===== src/rtl/bram_lane_router.sv =====
`default_nettype none
// ============================================================================
// bram_lane_router: serialises 32-bit word requests into byte-lane target
// accesses and hosts the conv/FC configuration + done-status CSR block.
// Revision: 1.0
// ============================================================================
module bram_lane_router #(
  parameter int ADDR_W   = 22,
  parameter int SEL_W    = 3,
  parameter int NUM_TGT  = 3,
  parameter int LOCAL_AW = 17,
  parameter int RD_LAT   = 1,
  parameter int DONE_W   = 18
) (
  input  logic                  clk,
  input  logic                  rst,
  input  logic                  req_valid,
  output logic                  req_ready,
  input  logic [ADDR_W-1:0]     req_addr,
  input  logic [31:0]           req_wdata,
  input  logic [3:0]            req_we,
  output logic                  rsp_valid,
  output logic [31:0]           rsp_rdata,
  output logic                  rsp_err,
  output logic [NUM_TGT-1:0]    tgt_wren,
  output logic [NUM_TGT-1:0]    tgt_rden,
  output logic [LOCAL_AW-1:0]   tgt_ptr,
  output logic [7:0]            tgt_wdata,
  input  logic [8*NUM_TGT-1:0]  tgt_rdata,
  output logic [1:0]            start_o,
  output logic [1:0]            nth_conv_o,
  output logic [4:0]            ofmap_size_o,
  output logic [5:0]            ifmap_ch_o,
  output logic [6:0]            in_node_num_o,
  output logic [6:0]            out_node_num_o,
  input  logic [DONE_W-1:0]     done_i
);

  localparam logic [SEL_W-1:0] CSR_SEL = '1;

  typedef enum logic [1:0] {IDLE, LANE, WAIT, RESP} state_t;

  state_t                state_q, state_d;
  logic [LOCAL_AW-3:0]   base_q, base_d;
  logic [31:0]           wdata_q, wdata_d;
  logic [3:0]            we_q, we_d;
  logic [NUM_TGT-1:0]    tgt_oh_q, tgt_oh_d;
  logic                  csr_q, csr_d;
  logic [1:0]            lane_q, lane_d;
  logic [NUM_TGT-1:0]    wren_q, wren_d, rden_q, rden_d;
  logic [LOCAL_AW-1:0]   ptr_q, ptr_d;
  logic [7:0]            twdata_q, twdata_d;
  logic [31:0]           rbuf_q, rbuf_d, rdata_q, rdata_d;
  logic                  err_q, err_d;
  logic [1:0]            start_q, start_d, nth_q, nth_d;
  logic [4:0]            ofm_q, ofm_d;
  logic [5:0]            ich_q, ich_d;
  logic [6:0]            inn_q, inn_d, outn_q, outn_d;
  logic [DONE_W-1:0]     done_q, done_d, w_clr;

  logic [RD_LAT-1:0]     rd_vld_q;
  logic [1:0]            rd_lane_q [RD_LAT];

  logic [SEL_W-1:0]      w_sel;
  logic [NUM_TGT-1:0]    w_sel_oh;
  logic                  w_is_csr, w_is_tgt;
  logic [3:0]            w_mask_in, w_mask_q;
  logic [2:0]            w_fl_in, w_fl_nx;
  logic [31:0]           w_bmask, w_clr_word, w_csr_rd;
  logic [7:0]            w_rbyte;
  logic                  unused_ok;

  // Lowest enabled lane at or above 'from'; MSB flags that one was found.
  function automatic logic [2:0] first_lane(input logic [3:0] mask, input logic [2:0] from);
    logic [2:0] res;
    res = '0;
    for (int i = 3; i >= 0; i--) begin
      if (mask[i] && (3'(i) >= from)) res = {1'b1, 2'(i)};
    end
    return res;
  endfunction

  function automatic logic [7:0] get_byte(input logic [31:0] w, input logic [1:0] l);
    case (l)
      2'd0:    get_byte = w[7:0];
      2'd1:    get_byte = w[15:8];
      2'd2:    get_byte = w[23:16];
      default: get_byte = w[31:24];
    endcase
  endfunction

  assign w_sel      = req_addr[ADDR_W-1 -: SEL_W];
  assign w_is_csr   = (w_sel == CSR_SEL);
  assign w_is_tgt   = |w_sel_oh;
  assign w_mask_in  = (req_we == 4'b0000) ? 4'hF : req_we;
  assign w_mask_q   = (we_q == 4'b0000) ? 4'hF : we_q;
  assign w_fl_in    = first_lane(w_mask_in, 3'd0);
  assign w_fl_nx    = first_lane(w_mask_q, {1'b0, lane_q} + 3'd1);
  assign w_bmask    = {{8{req_we[3]}}, {8{req_we[2]}}, {8{req_we[1]}}, {8{req_we[0]}}};
  assign w_clr_word = req_wdata & w_bmask;
  assign unused_ok  = ^{req_addr, w_clr_word};

  always_comb begin
    w_sel_oh = '0;
    for (int t = 0; t < NUM_TGT; t++) w_sel_oh[t] = (w_sel == SEL_W'(t));
  end

  always_comb begin
    w_rbyte = '0;
    for (int t = 0; t < NUM_TGT; t++) begin
      if (tgt_oh_q[t]) w_rbyte = tgt_rdata[8*t +: 8];
    end
  end

  always_comb begin
    w_csr_rd = '0;
    case (base_q[1:0])
      2'd1: begin
        w_csr_rd[1:0]   = nth_q;
        w_csr_rd[12:8]  = ofm_q;
        w_csr_rd[21:16] = ich_q;
      end
      2'd2: begin
        w_csr_rd[6:0]   = inn_q;
        w_csr_rd[14:8]  = outn_q;
      end
      2'd3:    w_csr_rd[DONE_W-1:0] = done_q;
      default: w_csr_rd = '0;
    endcase
  end

  always_comb begin
    state_d  = state_q;
    base_d   = base_q;
    wdata_d  = wdata_q;
    we_d     = we_q;
    tgt_oh_d = tgt_oh_q;
    csr_d    = csr_q;
    lane_d   = lane_q;
    wren_d   = '0;
    rden_d   = '0;
    ptr_d    = ptr_q;
    twdata_d = twdata_q;
    rbuf_d   = rbuf_q;
    rdata_d  = rdata_q;
    err_d    = err_q;
    start_d  = '0;
    nth_d    = nth_q;
    ofm_d    = ofm_q;
    ich_d    = ich_q;
    inn_d    = inn_q;
    outn_d   = outn_q;
    w_clr    = '0;

    // Returning read bytes are steered by the delayed lane index.
    if (rd_vld_q[RD_LAT-1]) begin
      for (int k = 0; k < 4; k++) begin
        if (rd_lane_q[RD_LAT-1] == 2'(k)) rbuf_d[8*k +: 8] = w_rbyte;
      end
    end

    case (state_q)
      IDLE: begin
        if (req_valid) begin
          base_d   = req_addr[LOCAL_AW-1:2];
          wdata_d  = req_wdata;
          we_d     = req_we;
          tgt_oh_d = w_sel_oh;
          csr_d    = w_is_csr;
          err_d    = 1'b0;
          if (w_is_tgt) begin
            lane_d   = w_fl_in[1:0];
            ptr_d    = {req_addr[LOCAL_AW-1:2], w_fl_in[1:0]};
            twdata_d = get_byte(req_wdata, w_fl_in[1:0]);
            rbuf_d   = '0;
            if (req_we != 4'b0000) wren_d = w_sel_oh;
            else                   rden_d = w_sel_oh;
            state_d  = LANE;
          end else if (w_is_csr) begin
            case (req_addr[3:2])
              2'd0: if (req_we[0]) start_d = req_wdata[1:0];
              2'd1: begin
                if (req_we[0]) nth_d = req_wdata[1:0];
                if (req_we[1]) ofm_d = req_wdata[12:8];
                if (req_we[2]) ich_d = req_wdata[21:16];
              end
              2'd2: begin
                if (req_we[0]) inn_d  = req_wdata[6:0];
                if (req_we[1]) outn_d = req_wdata[14:8];
              end
              default: w_clr = w_clr_word[DONE_W-1:0];
            endcase
            state_d = WAIT;
          end else begin
            err_d   = 1'b1;
            rdata_d = '0;
            state_d = RESP;
          end
        end
      end
      LANE: begin
        if (w_fl_nx[2]) begin
          lane_d   = w_fl_nx[1:0];
          ptr_d    = {base_q, w_fl_nx[1:0]};
          twdata_d = get_byte(wdata_q, w_fl_nx[1:0]);
          if (we_q != 4'b0000) wren_d = tgt_oh_q;
          else                 rden_d = tgt_oh_q;
        end else if (we_q != 4'b0000) begin
          rdata_d = '0;
          state_d = RESP;
        end else begin
          state_d = WAIT;
        end
      end
      WAIT: begin
        if (csr_q) begin
          rdata_d = (we_q == 4'b0000) ? w_csr_rd : 32'd0;
          state_d = RESP;
        end else if (rd_vld_q[RD_LAT-1] && (rd_lane_q[RD_LAT-1] == 2'd3)) begin
          rdata_d = rbuf_d;
          state_d = RESP;
        end
      end
      default: state_d = IDLE;
    endcase

    // Set wins over a simultaneous write-1-to-clear.
    done_d = (done_q & ~w_clr) | done_i;
  end

  always_ff @(posedge clk or posedge rst) begin
    if (rst) begin
      state_q  <= IDLE;
      base_q   <= '0;
      wdata_q  <= '0;
      we_q     <= '0;
      tgt_oh_q <= '0;
      csr_q    <= 1'b0;
      lane_q   <= '0;
      wren_q   <= '0;
      rden_q   <= '0;
      ptr_q    <= '0;
      twdata_q <= '0;
      rbuf_q   <= '0;
      rdata_q  <= '0;
      err_q    <= 1'b0;
      start_q  <= '0;
      nth_q    <= '0;
      ofm_q    <= '0;
      ich_q    <= '0;
      inn_q    <= '0;
      outn_q   <= '0;
      done_q   <= '0;
    end else begin
      state_q  <= state_d;
      base_q   <= base_d;
      wdata_q  <= wdata_d;
      we_q     <= we_d;
      tgt_oh_q <= tgt_oh_d;
      csr_q    <= csr_d;
      lane_q   <= lane_d;
      wren_q   <= wren_d;
      rden_q   <= rden_d;
      ptr_q    <= ptr_d;
      twdata_q <= twdata_d;
      rbuf_q   <= rbuf_d;
      rdata_q  <= rdata_d;
      err_q    <= err_d;
      start_q  <= start_d;
      nth_q    <= nth_d;
      ofm_q    <= ofm_d;
      ich_q    <= ich_d;
      inn_q    <= inn_d;
      outn_q   <= outn_d;
      done_q   <= done_d;
    end
  end

  always_ff @(posedge clk or posedge rst) begin
    if (rst) begin
      rd_vld_q <= '0;
      for (int i = 0; i < RD_LAT; i++) rd_lane_q[i] <= '0;
    end else begin
      rd_vld_q[0]  <= |rden_q;
      rd_lane_q[0] <= lane_q;
      for (int i = 1; i < RD_LAT; i++) begin
        rd_vld_q[i]  <= rd_vld_q[i-1];
        rd_lane_q[i] <= rd_lane_q[i-1];
      end
    end
  end

  assign req_ready      = (state_q == IDLE);
  assign rsp_valid      = (state_q == RESP);
  assign rsp_rdata      = rdata_q;
  assign rsp_err        = err_q;
  assign tgt_wren       = wren_q;
  assign tgt_rden       = rden_q;
  assign tgt_ptr        = ptr_q;
  assign tgt_wdata      = twdata_q;
  assign start_o        = start_q;
  assign nth_conv_o     = nth_q;
  assign ofmap_size_o   = ofm_q;
  assign ifmap_ch_o     = ich_q;
  assign in_node_num_o  = inn_q;
  assign out_node_num_o = outn_q;

endmodule
`default_nettype wire


===== config.mk =====
export PLATFORM = sky130hd
export DESIGN_NAME = bram_lane_router
export DESIGN_NICKNAME = d
export VERILOG_FILES = /design/src/rtl/bram_lane_router.sv
export SDC_FILE = /design/constraint.sdc
export NUM_CORES = 1
export LEC_CHECK = 0
export CAP_MARGIN = 20
export CORE_ASPECT_RATIO = 0.8
export CORE_MARGIN = 2
export CORE_UTILIZATION = 56
export DETAILED_ROUTE_END_ITERATION = 10
export GPL_TIMING_DRIVEN = 0
export HOLD_SLACK_MARGIN = 0.08
export PLACE_DENSITY = 0.86
export SYNTH_ARGS = -nofsm -noshare
export SYNTH_HDL_FRONTEND = slang
export SYNTH_SLANG_ARGS = --single-unit

===== constraint.sdc =====
create_clock -name clk -period 20.4 [get_ports clk]
set_clock_uncertainty 0.05 [all_clocks]
set_input_delay 4.08 -clock clk [delete_from_list [all_inputs] [get_ports clk]]
set_output_delay 4.08 -clock clk [all_outputs]
set_load 0.02 [all_outputs]

==> impl_results.md, run 1 <==
* Yosys warns at 0
* Max Freq at 162 MHz
* Num rows at 43
* WL final at 30,000 microns
* Share of layout cells above drive strength 1 at 12.8%
* Synth unique cells at 64
* CTS Hold Bufs at 0
* Vias in the first global route at 8,512
* Vias/cell at 6.22
* Worst-path clk slew at 0.06 ns
* Crit path required time at 16.27 ns
* Relative slew slack at 40.8%
* Post-synth EDFFs at 0
* Grt met2 use at 50.0%
* Commonest cells after routing, fill and taps aside: dfrtp_1, clkdlybuf4s50_1, nand2_1
* Hpwl dp at 21,400 microns
* Setup Buffers After CTS at 0
* Fin. Hold Viols at 0
* Fillcell total at 1,176
* Hold Startpoint: done_q[3]$_DFF_PP0_
* Critical path peak fanout at 7
* Initial core utilization at 57.0%
* Reg2reg start: state_q[0]$_DFFE_PP0P_
* Drt drc at 0
* Period utilization at 30.3%
* WS Path Type: register to output pin
* Io pins at 198
* Gr busiest metal: met2
* DRT antenna net count at 0
* Worst vdd ir at 0.0000840 V
* RSZ-0062 raised after global routing: false
* Tmin final at 6.17 ns
* Clock Path Buffers at 3
* CP Launch Point: state_q[0]$_DFFE_PP0P_
* CTS Root Cell: clkbuf_16
* RePlAce Congestion at 0.951
* Leakage at 0.00550 uW
* Seq/Total Area, Yosys at 51.6%
* Setup Viol. Count Final at 0
* Antenna Cells at 0
* Max-Cap Viols at 0
* Setup_tns at 0 ns
* Largest net degree at the start of global routing at 127
* Nature of the critical path endpoint: output pin
* Post-CTS Resized at 0
* Placed cells at 1,332
* Clock Sinks at 203
* Global-route wire length before repair at 46,400 microns
* PortBufs at 191
* Met1 Use GR at 44.3%
* R2R cell count at 9
* H-tree Lvls at 1
* Fin nets at 1,237
* Post-Synthesis Cells at 915
* Worst Setup EP: req_ready
* Grt ovf at 0
* Vias after detailed routing at 8,511
* Crit path DAT at 2.04 ns
* Die area at 18,700 sq um
* Post-Synthesis Net Count at 1,022
* Worst R2R End: tgt_ptr[2]$_DFFE_PP0P_
* Avg Cell Area, Syn at 10.8 sq um
* Post-Syn Area at 9840 sq um
* CTS tree: built
* Global-route usage over all layers at 32.0%
* Top FF cell, synth: dfrtp_1
* Core area at 17,300 sq um
* Initial antenna violation count at 0
* Height of the chip at 123 microns
* Drt first-iter violations at 834
* Met3 Use GR at 8.16%
* P&R area growth vs syn at 29.3%
* Worst-margin pin slew at 0.887 ns
* Fin cells at 1,369
* Hold Crit Class: register to register
* Yosys reg bits at 203
* Total power divided by cell area at 144 nW/um^2
* Outcome: completed
* R2R Setup Slk at 17.57 ns
* Chip Width at 152 microns
* Worst setup SP type: register
* Commonest non-fill, non-tap cell in the layout: dfrtp_1
* Fin. max-slew vios at 0
* Share of flip-flops with an asynchronous set or reset at 100%
* Pre-antenna DRT Iters at 5
* Wire length per cell at 21.9 microns
* CTS buffer count at 21
* Worst-Skew Late Latency at 0.50 ns
==> power by group <==
group          internal (uW)  switching [uW]
Clock                    211             160
Sequential               530            80.3
Combinational            373             480
==> cell type report <==
class | count | area (sq um) | share of cell area [%]
Clock buffer | 31 | 623 | 4.90
Sequential cell | 203 | 5080 | 39.9
Clock inverter | 6 | 33.8 | 0.265
Buffer | 61 | 270 | 2.12
Inverter | 32 | 128 | 1.00
Timing Repair Buffer | 192 | 1940 | 15.2
Multi-Input combinational cell | 619 | 4370 | 34.3
Tap cell | 225 | 282 | 2.21
==> registers in the layout, indices dropped and copies added, names as in the netlist, 2 cells and up <==
name,count
in_node_num_o,7
state_q,2
rsp_rdata,32
tgt_wren,3
we_q,4
tgt_wdata,8
nth_conv_o,2
tgt_oh_q,3
done_q,18
rd_lane_q,2
tgt_rden,3
rbuf_q,32
wdata_q,32
start_o,2
ofmap_size_o,5
ifmap_ch_o,6
base_q,15
out_node_num_o,7
tgt_ptr,16
==> kinds of logic (layout without fill, tap and decap cells) <==
logic type	Yosys count	count (layout)	share of synthesized area, %
mux	139	139	16.0
buf+inv	93	322	3.97
compound gates	248	248	16.6
xor+xnor	1	1	0.0890
flops	203	203	51.6
fa+ha+maj	4	4	0.509
simple gates	227	227	11.2
==> worst max-delay path: stages (launching register included) <==
cell and delay, ns:
dfrtp_1 0.42, inv_1 0.10, ha_1 0.31, clkdlybuf4s50_1 0.71
==> how the worst min path moves through the flow <==
stage	endpoint	slack, ns	cells after the start
2_1_floorplan	done_q[0]$_DFF_PP0_	0.39	1
3_3_place_gp	done_q[16]$_DFF_PP0_	0.41	1
3_5_place_dp	done_q[16]$_DFF_PP0_	0.42	1
4_1_cts	done_q[3]$_DFF_PP0_	0.43	1
5_1_grt	done_q[1]$_DFF_PP0_	0.45	1
6_report	done_q[3]$_DFF_PP0_	0.43	1
==> layer usage <==
metal	vias up	routed length, microns
met2	549	13400
li1	3687	-
met3	81	3250
met1	4194	12400
met4	0	956
met5	-	0
==> metrics by stage <==
stage	setup slack, ns	hold WS (ns)	instance area (sq um)	util [%]	total power [uW]
finish	14.23	0.429	12700	73.7	1830
global placement	8.16	0.405	12000	69.7	1420
CTS	14.23	0.430	12700	73.7	1820
detailed placement	13.89	0.415	12100	69.9	1440
floorplan	10.73	0.393	9840	-	1140
global route	14.12	0.450	12700	73.7	1920
==> synth_stat cells, drive strengths merged (2+ instances only) <==
cell type | instances | share of area, %
dfrtp | 203 | 52
o21ai | 98 | 5.0
mux2 | 97 | 12
nand2 | 96 | 3.7
nor2 | 54 | 2.1
clkbuf | 47 | 1.8
mux2i | 42 | 4.3
a21oi | 38 | 2.0
inv | 31 | 1.2
a21o | 23 | 1.8
nor2b | 20 | 1.3
buf | 14 | 0.95
a22o | 11 | 0.98
a211oi | 10 | 0.76
nand3b | 10 | 0.76
nor3 | 9 | 0.46
o21a | 8 | 0.61
a22oi | 7 | 0.53
a2bb2oi | 6 | 0.53
o221ai | 6 | 0.71
o22ai | 6 | 0.38
a211o | 5 | 0.44
a31oi | 5 | 0.47
and2 | 5 | 0.32
nand3 | 5 | 0.25
nand4 | 5 | 0.32
o2111ai | 5 | 0.44
o2bb2ai | 5 | 0.44
o31ai | 5 | 0.38
and3 | 4 | 0.25
ha | 4 | 0.51
a221o | 3 | 0.31
nand2b | 3 | 0.19
nor4 | 3 | 0.34
nor4b | 2 | 0.18
or3 | 2 | 0.13
or3b | 2 | 0.18
or4b | 2 | 0.28
(Power assumes the default switching activity.)
==> inputs of run 2 (changes only) <==
CORE_UTILIZATION = 52   (was 56)
PLACE_DENSITY = 0.81   (was 0.86)
clock period = 6.4 ns   (was 20.4 ns; I/O delays follow)
==> impl_results.md, run 2 (synthesis results as in run 1) <==
* Largest delay share family, worst path: buffers and inverters
* Drt first-iter violations at 621
* Vias in the first global route at 8,424
* PortBufs at 191
* Max-Cap Viols at 0
* P&R area growth vs syn at 30.3%
* Max Freq at 298 MHz
* Slowest stage delay, CP at 0.71 ns
* Multi-input gate area at 4370 sq um
* Io pins at 198
* Height of the chip at 127 microns
* Worst-Skew Late Latency at 0.50 ns
* Worst setup SP type: register
* RePlAce Congestion at 0.900
* R2R Setup Slk at 3.67 ns
* Vias after detailed routing at 8,316
* Largest net degree at the start of global routing at 44
* Initial antenna violation count at 1
* RSZ-0062 raised after global routing: false
* Total power divided by cell area at 453 nW/um^2
* Crit path depth at 3
* CTS buffer count at 21
* H-tree Lvls at 1
* Fillcell total at 1,375
* Vias/cell at 5.94
* WS Path Type: register to output pin
* Fin. max-slew vios at 0
* Tmin final at 3.35 ns
* Num rows at 44
* Grt ovf at 0
* Reg area at 5080 sq um
* CTS tree: built
* Post-CTS Resized at 0
* Setup Buffers After CTS at 0
* Layout Utilization at 69.9%
* CP Launch Point: state_q[0]$_DFFE_PP0P_
* Crit path cell chain: inv_1 -> ha_1 -> clkdlybuf4s50_1
* Setup_tns at 0 ns
* Worst vdd ir at 0.000217 V
* R2R cell count at 8
* Share of layout cells above drive strength 1 at 12.9%
* Leakage at 0.00552 uW
* Hold path depth at 1
* Period utilization at 52.4%
* Chip Width at 158 microns
* Global-route usage over all layers at 29.5%
* Drt drc at 0
* Wire length per cell at 20.9 microns
* Die area at 20,100 sq um
* Worst-path clk slew at 0.06 ns
* DRT antenna net count at 0
* Hold Startpoint: done_q[6]$_DFF_PP0_
* Global-route wire length before repair at 45,800 microns
* CTS Root Cell: clkbuf_16
* Nature of the critical path endpoint: output pin
* Clock Path Buffers at 3
* Pre-antenna DRT Iters at 5
* Fin. Hold Viols at 0
* Commonest cells after routing, fill and taps aside: dfrtp_1, clkdlybuf4s50_1, nand2_1
* Core area at 18,300 sq um
* CTS Hold Bufs at 0
* CP bufs+invs at 2
* Reg2reg start: state_q[0]$_DFFE_PP0P_
* Fin nets at 1,241
* Crit path required time at 5.07 ns
* Worst-margin pin slew at 0.828 ns
* Initial core utilization at 53.7%
* Clock Sinks at 203
* Setup Viol. Count Final at 0
* Hold Crit Class: register to register
* Commonest non-fill, non-tap cell in the layout: dfrtp_1
* Outcome: completed
* Relative slew slack at 44.8%
* Hpwl dp at 22,000 microns
* WL final at 29,200 microns
* Crit path DAT at 2.02 ns
* CP max stage cell: clkdlybuf4s50_1
* Critical path peak fanout at 7
run 2: changes by cell type in the layout (fill, tap and decap cells not counted), sizes merged:
cell / before / now
clkinvlp: 0 / 1
buf: 15 / 19
clkinv: 6 / 3
diode: 0 / 1
run 2: power by group:
part           switching (uW)  total [uW]  internal, uW
combinational            1500        2690          1190
sequential                249        1940          1690
clock                     506        1170           664
run 2: layout make-up:
class	instances	area share, %
well taps	253	2.47
clock buffers	31	4.78
plain buffers	61	2.11
flip-flops and latches	203	39.6
repair buffers	196	15.7
clock inverters	4	0.234
multi-input cells	619	34.1
inverters	32	0.966
diodes	1	0.0195
run 2: metrics by stage:
step	instances	power (uW)	area (sq um)	setup WS, ns	hold WS [ns]
floorplan	915	3640	9850	2.44	0.393
global placement	1359	4530	12100	0.853	0.403
detailed placement	1364	4600	12200	2.67	0.414
CTS	1399	5780	12800	3.05	0.427
global route	1399	6100	12800	2.98	0.446
finish	1400	5800	12800	3.05	0.425
run 2: final timing paths:
check | end
worst max register to register | tgt_ptr[1]$_DFFE_PP0P_
worst min-delay path | done_q[6]$_DFF_PP0_
max in group asynchronous | wdata_q[26]$_DFFE_PP0P_
worst min register to register | done_q[6]$_DFF_PP0_
min in group asynchronous | rbuf_q[28]$_DFF_PP0_
worst max-delay path | req_ready
run 2: routing by layer:
layer | wire [microns] | GRT usage, %
met3 | 2850 | 6.41
met1 | 12900 | 43.5
met4 | 695 | 7.49
met2 | 12800 | 44.7
met5 | 0 | 0
run 2: worst register-to-register path, stage by stage (launching register included):
cell and delay, ns:
dfrtp_1 0.41, inv_1 0.09, ha_1 0.32, nand2_1 0.21
nor2_1 0.48, a21oi_1 0.25, or2_1 0.28, buf_2 0.19
mux2_1 0.34
==> inputs of run 3 (changes only) <==
CORE_UTILIZATION = 47   (was 52)
PLACE_DENSITY = 0.77   (was 0.81)
clock period = 3.01 ns   (was 6.4 ns; I/O delays follow)
==> impl_results.md, run 3 (synthesis results as in run 1) <==
* CTS Hold Bufs at 0
* Vias after detailed routing at 8,179
* Worst-path clk slew at 0.06 ns
* R2R cell count at 9
* Wire length per cell at 20.9 microns
* Global-route wire length before repair at 46,200 microns
* Grt ovf at 0
* Period utilization at 94.3%
* Io pins at 198
* Clk pwr share at 21.9%
* Fin nets at 1,242
* Worst-margin pin slew at 0.814 ns
* H-tree Lvls at 1
* CTS buffer count at 22
* Internal power at 7790 uW
* Leakage at 0.00556 uW
* Pre-antenna DRT Iters at 5
* Setup Buffers After CTS at 0
* Vias in the first global route at 8,116
* Die area at 22,100 sq um
* Initial antenna violation count at 3
* Relative slew slack at 45.7%
* Area after DPL at 12,200 sq um
* Num rows at 47
* Chip Width at 166 microns
* Hold Startpoint: done_q[3]$_DFF_PP0_
* Max-Cap Viols at 0
* Nature of the critical path endpoint: register
* WS Path Type: register to register
* Clock Sinks at 203
* Setup Viol. Count Final at 0
* Placed cells at 1,380
* Fin. Hold Viols at 0
* Sequential Power Share at 32.6%
* WL final at 29,700 microns
* Fillcell total at 1,653
* Critical path peak fanout at 10
* Hpwl dp at 22,200 microns
* Height of the chip at 133 microns
* Worst-Skew Late Latency at 0.50 ns
* Clock Path Buffers at 3
* Worst R2R End: lane_q[0]$_DFFE_PP0P_
* Core area at 20,600 sq um
* Vias/cell at 5.76
* CTS tree: built
* NetSw at 4820 uW
* Setup_tns at 0 ns
* Sw Share at 38.2%
* Hold path depth at 1
* Global-route usage over all layers at 26.7%
* RSZ-0062 raised after global routing: false
* Largest net degree at the start of global routing at 40
* Share of layout cells above drive strength 1 at 13.1%
* Fin cells at 1,419
* CTS Root Cell: clkbuf_16
* P&R area growth vs syn at 31.4%
* CP Launch Point: state_q[0]$_DFFE_PP0P_
* Drt drc at 0
* Design Area, Final at 12,900 sq um
* Outcome: completed
* R2R Setup Slk at 0.17 ns
* Reg2reg start: state_q[0]$_DFFE_PP0P_
* Crit path required time at 3.38 ns
* Final setup margin at 0.171 ns
* PortBufs at 191
* DRT antenna net count at 0
* Hold endpoint: done_q[3]$_DFF_PP0_
* Crit path DAT at 3.21 ns
* Worst vdd ir at 0.000518 V
* Initial core utilization at 47.7%
* Logic pwr share at 45.5%
* Drt first-iter violations at 714
* Fin. max-slew vios at 0
* Hold Crit Class: register to register
* Max Freq at 352 MHz
* Commonest cells after routing, fill and taps aside: dfrtp_1, clkdlybuf4s50_1, nand2_1
* Commonest non-fill, non-tap cell in the layout: dfrtp_1
* Place WS at -0.0825 ns
* Post-CTS Resized at 0
* Tmin final at 2.84 ns
* Worst setup SP type: register
* Final hold slack at 0.426 ns
* RePlAce Congestion at 0.918
* Total power divided by cell area at 976 nW/um^2
==> run 3: cell count changes in the layout (fill, tap and decap cells not counted) <==
cell	before	now
clkbuf_16	21	23
clkbuf_1	52	53
clkbuf_8	5	4
inv_8	1	0
bufinv_16	0	2
==> run 3: power groups by stage <==
stage	clock [uW]	sequential (uW)	combinational (uW)
3_3_place_gp	0	4120	5560
3_5_place_dp	0	4130	5670
2_1_floorplan	0	4440	3300
4_1_cts	2780	4100	5710
6_report	2760	4110	5750
5_1_grt	2890	4200	6160
==> run 3: how the worst max path moves through the flow <==
stage	to
3_5_place_dp	tgt_ptr[1]$_DFFE_PP0P_
3_3_place_gp	done_q[9]$_DFF_PP0_
4_1_cts	lane_q[0]$_DFFE_PP0P_
2_1_floorplan	base_q[0]$_DFFE_PP0P_
5_1_grt	lane_q[0]$_DFFE_PP0P_
6_report	lane_q[0]$_DFFE_PP0P_
==> run 3: area by class of cell <==
class	count	area, sq um	area share (%)
Tap cell	269	337	2.60
Inverter	32	124	0.958
Sequential cell	203	5080	39.3
Clock buffer	33	653	5.05
Multi-Input combinational cell	619	4370	33.8
Clock inverter	5	78.8	0.610
Timing Repair Buffer	196	2010	15.6
Antenna cell	1	2.50	0.0194
Buffer	61	270	2.09
==> run 3: layer usage <==
| layer | GRT usage (%) | vias to the layer above | part of all wire (%) |
|---|---|---|---|
| met3 | 6.57 | 44 | 9.4 |
| met1 | 40.0 | 4055 | 46 |
| met5 | 0 | - | 0.044 |
| met4 | 6.18 | 2 | 2.1 |
| met2 | 39.2 | 369 | 43 |
| li1 | - | 3709 | - |
==> run 3: worst max-delay path, stage by stage, from the launching register on <==
cell and delay, ns:
dfrtp_1 0.41, inv_1 0.11, ha_1 0.35, nand2_1 0.23
nor2_1 0.48, a21oi_1 0.26, or2_1 0.29, buf_2 0.20
buf_4 0.21, o21ai_1 0.17
==> run 3: metrics by stage <==
step	utilization (%)	total power [uW]
4_1_cts	62.6	12600
6_report	62.6	12600
2_1_floorplan	-	7730
3_5_place_dp	59.1	9810
5_1_grt	62.6	13300
3_3_place_gp	58.6	9680
